==> src/rtl/calendar_set_ctrl.sv <==
// Button-driven date editor. It walks year, month and day, then commits the edited date
// to the calendar as a one-cycle overwrite strobe.
module calendar_set_ctrl #(
    parameter int YEARRES     = 12,
    parameter int YEAR_MIN    = 2000,
    parameter int YEAR_MAX    = 2099,
    parameter int TIMEOUT_CYC = 1000,
    parameter int BLINK_HALF  = 250
) (
    input  logic               clk,
    input  logic               rst_n,
    input  logic               mode_btn,
    input  logic               inc_btn,
    input  logic               dec_btn,
    input  logic [YEARRES+8:0] cur_date,
    output logic               date_ow,
    output logic [YEARRES+8:0] date_out,
    output logic [1:0]         edit_field,
    output logic               blink
);

    localparam logic [YEARRES-1:0] Y_MIN   = YEARRES'(YEAR_MIN);
    localparam logic [YEARRES-1:0] Y_MAX   = YEARRES'(YEAR_MAX);
    localparam logic [19:0]        TO_LAST = 20'(TIMEOUT_CYC - 1);
    localparam logic [15:0]        BL_LAST = 16'(BLINK_HALF - 1);

    typedef enum logic [2:0] {IDLE, SET_YEAR, SET_MONTH, SET_DAY, COMMIT} state_t;

    state_t             state;
    logic [2:0]         btn_q;
    logic [2:0]         btn_arm;
    logic [2:0]         btn_ev;
    logic               mode_ev, inc_ev, dec_ev, any_ev;
    logic [YEARRES-1:0] edit_year, year_nxt;
    logic [3:0]         edit_month, month_nxt;
    logic [4:0]         edit_day, day_nxt, mlen;
    logic [19:0]        idle_cnt;
    logic [15:0]        blink_cnt;

    function automatic logic [4:0] month_len(input logic [YEARRES-1:0] y, input logic [3:0] m);
        case (m)
            4'd2:                   month_len = (y[1:0] == 2'b00) ? 5'd29 : 5'd28;
            4'd4, 4'd6, 4'd9, 4'd11: month_len = 5'd30;
            default:                month_len = 5'd31;
        endcase
    endfunction

    // A button is armed only after it has been seen low since reset, so a level held
    // through reset release cannot fire.
    assign btn_ev  = {mode_btn, inc_btn, dec_btn} & ~btn_q & btn_arm;
    assign mode_ev = btn_ev[2];
    assign inc_ev  = btn_ev[1] & ~btn_ev[0] & ~btn_ev[2];
    assign dec_ev  = btn_ev[0] & ~btn_ev[1] & ~btn_ev[2];
    assign any_ev  = |btn_ev;

    always_comb begin
        // NOTE: every combinational output gets a default first, so no path infers a latch.
        year_nxt  = edit_year;
        month_nxt = edit_month;
        day_nxt   = edit_day;
        mlen      = month_len(edit_year, edit_month);
        if (inc_ev) begin
            year_nxt  = (edit_year < Y_MIN || edit_year >= Y_MAX) ? Y_MIN : edit_year + YEARRES'(1);
            month_nxt = (edit_month == 4'd0 || edit_month >= 4'd12) ? 4'd1 : edit_month + 4'd1;
            day_nxt   = (edit_day == 5'd0 || edit_day >= mlen) ? 5'd1 : edit_day + 5'd1;
        end else if (dec_ev) begin
            year_nxt  = (edit_year < Y_MIN || edit_year > Y_MAX) ? Y_MIN :
                        (edit_year == Y_MIN) ? Y_MAX : edit_year - YEARRES'(1);
            month_nxt = (edit_month == 4'd0 || edit_month > 4'd12) ? 4'd1 :
                        (edit_month == 4'd1) ? 4'd12 : edit_month - 4'd1;
            day_nxt   = (edit_day == 5'd0 || edit_day > mlen) ? 5'd1 :
                        (edit_day == 5'd1) ? mlen : edit_day - 5'd1;
        end
    end

    // NOTE: all state uses non-blocking assignments; later assignments in the block override earlier defaults.
    always_ff @(posedge clk or negedge rst_n) begin
        if (!rst_n) begin
            // NOTE: the edit registers are reset too, so a session never starts from X.
            state      <= IDLE;
            btn_q      <= 3'b000;
            btn_arm    <= 3'b000;
            edit_year  <= '0;
            edit_month <= '0;
            edit_day   <= '0;
            idle_cnt   <= '0;
            blink_cnt  <= '0;
            date_ow    <= 1'b0;
            date_out   <= '0;
            edit_field <= 2'd0;
            blink      <= 1'b0;
        end else begin
            btn_q   <= {mode_btn, inc_btn, dec_btn};
            btn_arm <= btn_arm | ~{mode_btn, inc_btn, dec_btn};
            date_ow <= 1'b0;
            case (state)
                IDLE: begin
                    edit_field <= 2'd0;
                    blink      <= 1'b0;
                    idle_cnt   <= '0;
                    blink_cnt  <= '0;
                    if (mode_ev) begin
                        {edit_year, edit_month, edit_day} <= cur_date;
                        state      <= SET_YEAR;
                        edit_field <= 2'd1;
                        blink      <= 1'b1;
                    end
                end
                SET_YEAR, SET_MONTH, SET_DAY: begin
                    idle_cnt <= any_ev ? 20'd0 : idle_cnt + 20'd1;
                    if (inc_ev || dec_ev) begin
                        blink     <= 1'b1;
                        blink_cnt <= '0;
                    end else if (blink_cnt == BL_LAST) begin
                        blink     <= ~blink;
                        blink_cnt <= '0;
                    end else begin
                        blink_cnt <= blink_cnt + 16'd1;
                    end

                    if (mode_ev) begin
                        case (state)
                            SET_YEAR: begin
                                state      <= SET_MONTH;
                                edit_field <= 2'd2;
                            end
                            SET_MONTH: begin
                                state      <= SET_DAY;
                                edit_field <= 2'd3;
                                if (edit_day > mlen) edit_day <= mlen;
                            end
                            default: begin
                                state      <= COMMIT;
                                edit_field <= 2'd0;
                                blink      <= 1'b0;
                                date_ow    <= 1'b1;
                                date_out   <= {edit_year, edit_month, edit_day};
                            end
                        endcase
                    end else if (!any_ev && idle_cnt == TO_LAST) begin
                        state      <= IDLE;
                        edit_field <= 2'd0;
                        blink      <= 1'b0;
                        idle_cnt   <= '0;
                        blink_cnt  <= '0;
                    end else begin
                        case (state)
                            SET_YEAR:  edit_year  <= year_nxt;
                            SET_MONTH: edit_month <= month_nxt;
                            default:   edit_day   <= day_nxt;
                        endcase
                    end
                end
                COMMIT: begin
                    state      <= IDLE;
                    edit_field <= 2'd0;
                    blink      <= 1'b0;
                end
                default: state <= IDLE;
            endcase
        end
    end

endmodule

==> config.mk <==
export PLATFORM = sky130hd
export DESIGN_NAME = calendar_set_ctrl
export DESIGN_NICKNAME = d
export VERILOG_FILES = /design/src/rtl/calendar_set_ctrl.sv
export SDC_FILE = /design/constraint.sdc
export NUM_CORES = 1
export LEC_CHECK = 0
export ABC_AREA = 0
export CAP_MARGIN = 20
export CORE_MARGIN = 4
export CORE_UTILIZATION = 52
export DETAILED_ROUTE_END_ITERATION = 6
export PLACE_DENSITY = 0.76
export SYNTH_ARGS = -nofsm -noshare
export SYNTH_HDL_FRONTEND = slang
export SYNTH_SLANG_ARGS = --single-unit
==> constraint.sdc <==
create_clock -name clk -period 2.6 [get_ports clk]
set_input_delay 0.39 -clock clk [delete_from_list [all_inputs] [get_ports clk]]
set_output_delay 0.39 -clock clk [all_outputs]
set_load 0.05 [all_outputs]
==> out/metrics.cfg <==
[synthesis]
ys.flop_type = dfrtp_1
synthesis.area_mm2 = 0.00541
synthTopCellsByCount = dfrtp_1, nand2_1, o21ai_0, nor2_1
synth.top_cell.area_share_pct = 42.1
ys_seq_area_share_pct = 42.1
yosysMostFrequentCell = dfrtp_1
synth_area_leader_cell = dfrtp_1
yosys_warnings = 0
synth.area.top_cells = dfrtp_1, o21ai_0, mux2_2
syn_inst = 596
yosysUniqueCellTypes = 66
synth.avg_cell_area_um2 = 9.08
synthArstFlopShare_pct = 100
yosys_register_bits = 91
synth_edf_count = 0
synth_nets = 635

[critical_path]
regToRegEndpoint = edit_day[0]$_DFFE_PN0P_
critPathLaunchType = register
path_buf_inv = 2
cp_top_family = compound AO/OA/AOI/OAI gates
critPathRequiredTime_ns = 2.85
worstSetupPathType = register to register
r2r_slack_ns = 0.07
arrival_ns = 2.78
crit_chain = inv_2 -> ha_2 -> inv_1 -> a211oi_4 -> nor2_4 -> ha_4 -> nor2_1 -> o21ai_0 -> a21oi_1 -> o41a_1 -> a2111oi_2 -> o31ai_1
reg2reg_from = edit_month[0]$_DFFE_PN0P_
rr_worst_depth = 12
crit_path_max_incr_delay_ns = 0.45
cp-end-kind = register
cp_max_fo = 5
cp_slowest_cell = dfrtp_2

[timing]
final_max_slew_viol_count = 0
fin_crit_sh_pct = 97.3
maxSlewHeadroom_pct = 59.4
setup_viol = 0
fmax_mhz = 395
hold_violations = 0
setup_ws_ns = 0.0711
fin_worst_skew_ns = 0.0111
hold-worst-slack_ns = 0.477
tightest_slew_ns = 0.601
min_period_ns = 2.53

[cells_and_area]
diodes = 0
area_delta_synth_final_pct = 23.8
drive_gt1_share_pct = 18.2
nets = 725
final_cell_area_mm2 = 0.00670
fin_cells = 824

[floorplanning]
die_h_um = 110
initial_core_util_pct = 54.3
fp.dieW_um = 110
row_count = 36
core_area_mm2 = 0.00995
ioPinCount = 51
dieArea_mm2 = 0.0121

[placed_design]
place_area_mm2 = 0.00640
dp_hpwl_um = 9320
dp_cells = 804
gp_congestion = 0.925
port_buffers = 50
place_ws_ns = -0.114

[pwr]
p_per_area_mw_per_mm2 = 1000
power.leakage_nw = 2.88
vdd_ir_drop_max_mv = 0.541
p_total_w = 0.00670

[drt]
drt_wl_total_um = 13400
drtIter0Drc = 228
vias_per_cell = 5.93
ant_nets = 0
drt-pass1-iter-count = 5
num_vias = 4888
wl_per_cell_um = 16.2
drc = 0

[global_routing]
met2_usage_pct = 39.3
grt_pass1_vias = 4876
grt_max_degree = 54
grt.busiest_layer = met2
grt_remaining_overflow = 0
met1_usage_pct = 30.6
grt_pass1_wl_um = 22500
antenna_found_initial = 0
gr-usage-met3_pct = 3.73
grtUsageTotal_pct = 23.4

[clocking]
clockBufferDepth = 2
cts_sinks = 91
cts_made_buffers = 9
cts_tree = built
cts_root_buf = clkbuf_8
insertion_delay_ns = 0.37
clkTransAtPathRegs_ns = 0.10
h-tree-depth = 3

[run]
cap_violations = 0

[hold_path]
hold_end = btn_arm[1]$_DFF_PN0_
hp-class = register to register
min_from = btn_arm[1]$_DFF_PN0_
min_path_cells = 1

[run_status]
status = complete, no violations

flip-flops by register name, indices dropped and copies added (netlist names):
register	flops
date_out	21
idle_cnt	20
blink_cnt	16
edit_year	12
edit_day	5
edit_month	4
btn_arm	3
btn_q	3
state	3
edit_field	2
blink	1
date_ow	1
worst max path at each step:
stage                         startpoint                 endpoint  slack (ns)  cells after the start
2_1_floorplan  edit_month[0]$_DFFE_PN0P_  edit_day[0]$_DFFE_PN0P_       0.005                     12
3_3_place_gp   edit_month[0]$_DFFE_PN0P_  edit_day[0]$_DFFE_PN0P_       -0.01                     12
3_5_place_dp   edit_month[1]$_DFFE_PN0P_  edit_day[0]$_DFFE_PN0P_       -0.11                     12
4_1_cts        edit_month[0]$_DFFE_PN0P_  edit_day[0]$_DFFE_PN0P_        0.03                     12
5_1_grt        edit_month[0]$_DFFE_PN0P_  edit_day[0]$_DFFE_PN0P_       -0.02                     12
6_report       edit_month[0]$_DFFE_PN0P_  edit_day[0]$_DFFE_PN0P_        0.07                     12
layout by cell type (no fill, tap or decap), types with 11 or more instances in the layout:
cell type	n
buf_4	60
clkdlybuf4s50_1	49
nand3_1	28
nor2_1	39
a21oi_1	28
mux2_2	22
xor2_1	11
inv_1	17
dfrtp_1	89
nor3_1	19
o21ai_0	50
and3_1	11
nand2_1	59
what timing repair did:
item | 4_1_cts | 5_1_grt
hold endpoints to repair | 2 | 0
resized for setup | 6 | 15
setup buffers | 0 | 3
pin swaps | 7 | 4
hold buffers | 1 | 0
setup endpoints to repair | 5 | 12
power by group:
part | internal [W] | total [W] | switching, W
logic | 0.00156 | 0.00365 | 0.00209
clock network | 0.000371 | 0.000881 | 0.000510
registers | 0.00178 | 0.00217 | 0.000393
worst register-to-register path, delay by kind of cell, from the launching register on:
kind	cells	cell delay (ns)
buffers and inverters	2	0.15
AOI/OAI and AO/OA	6	1.24
adders and majority gates	2	0.44
DFF	1	0.45
and+or+nand+nor	2	0.12
metal layers:
| metal | share of wire, % | wire, um | vias up |
|---|---|---|---|
| li1 | - | - | 2365 |
| met1 | 45 | 5990 | 2358 |
| met2 | 49 | 6500 | 140 |
| met3 | 4.7 | 634 | 25 |
| met4 | 1.9 | 248 | 0 |
| met5 | 0 | 0 | - |
logic make-up after synthesis:
group	after synthesis	share of synthesized area (%)
simple gates	226	21.9
buf+inv	52	4.09
mux	25	5.14
fa+ha+maj	14	3.19
xor+xnor	20	3.24
compound gates	168	20.4
flops	91	42.1
layout make-up:
| type | count | area (um2) |
|---|---|---|
| clock buffer | 10 | 138 |
| clock inverter | 6 | 41.3 |
| fill | 769 | 3260 |
| inverter | 18 | 67.6 |
| multi-input combinational | 453 | 3010 |
| sequential | 91 | 2280 |
| tap | 133 | 166 |
| timing repair buffer | 113 | 993 |
metrics by stage:
step | utilization, % | setup TNS [ns]
CTS | 66.2 | 0
detailed placement | 64.3 | -0.462
global route | 67.3 | -0.0183
global placement | 64.3 | -0.00978
finish | 67.3 | 0
floorplan | - | 0
Note: power is estimated with default switching activity, not from simulation.
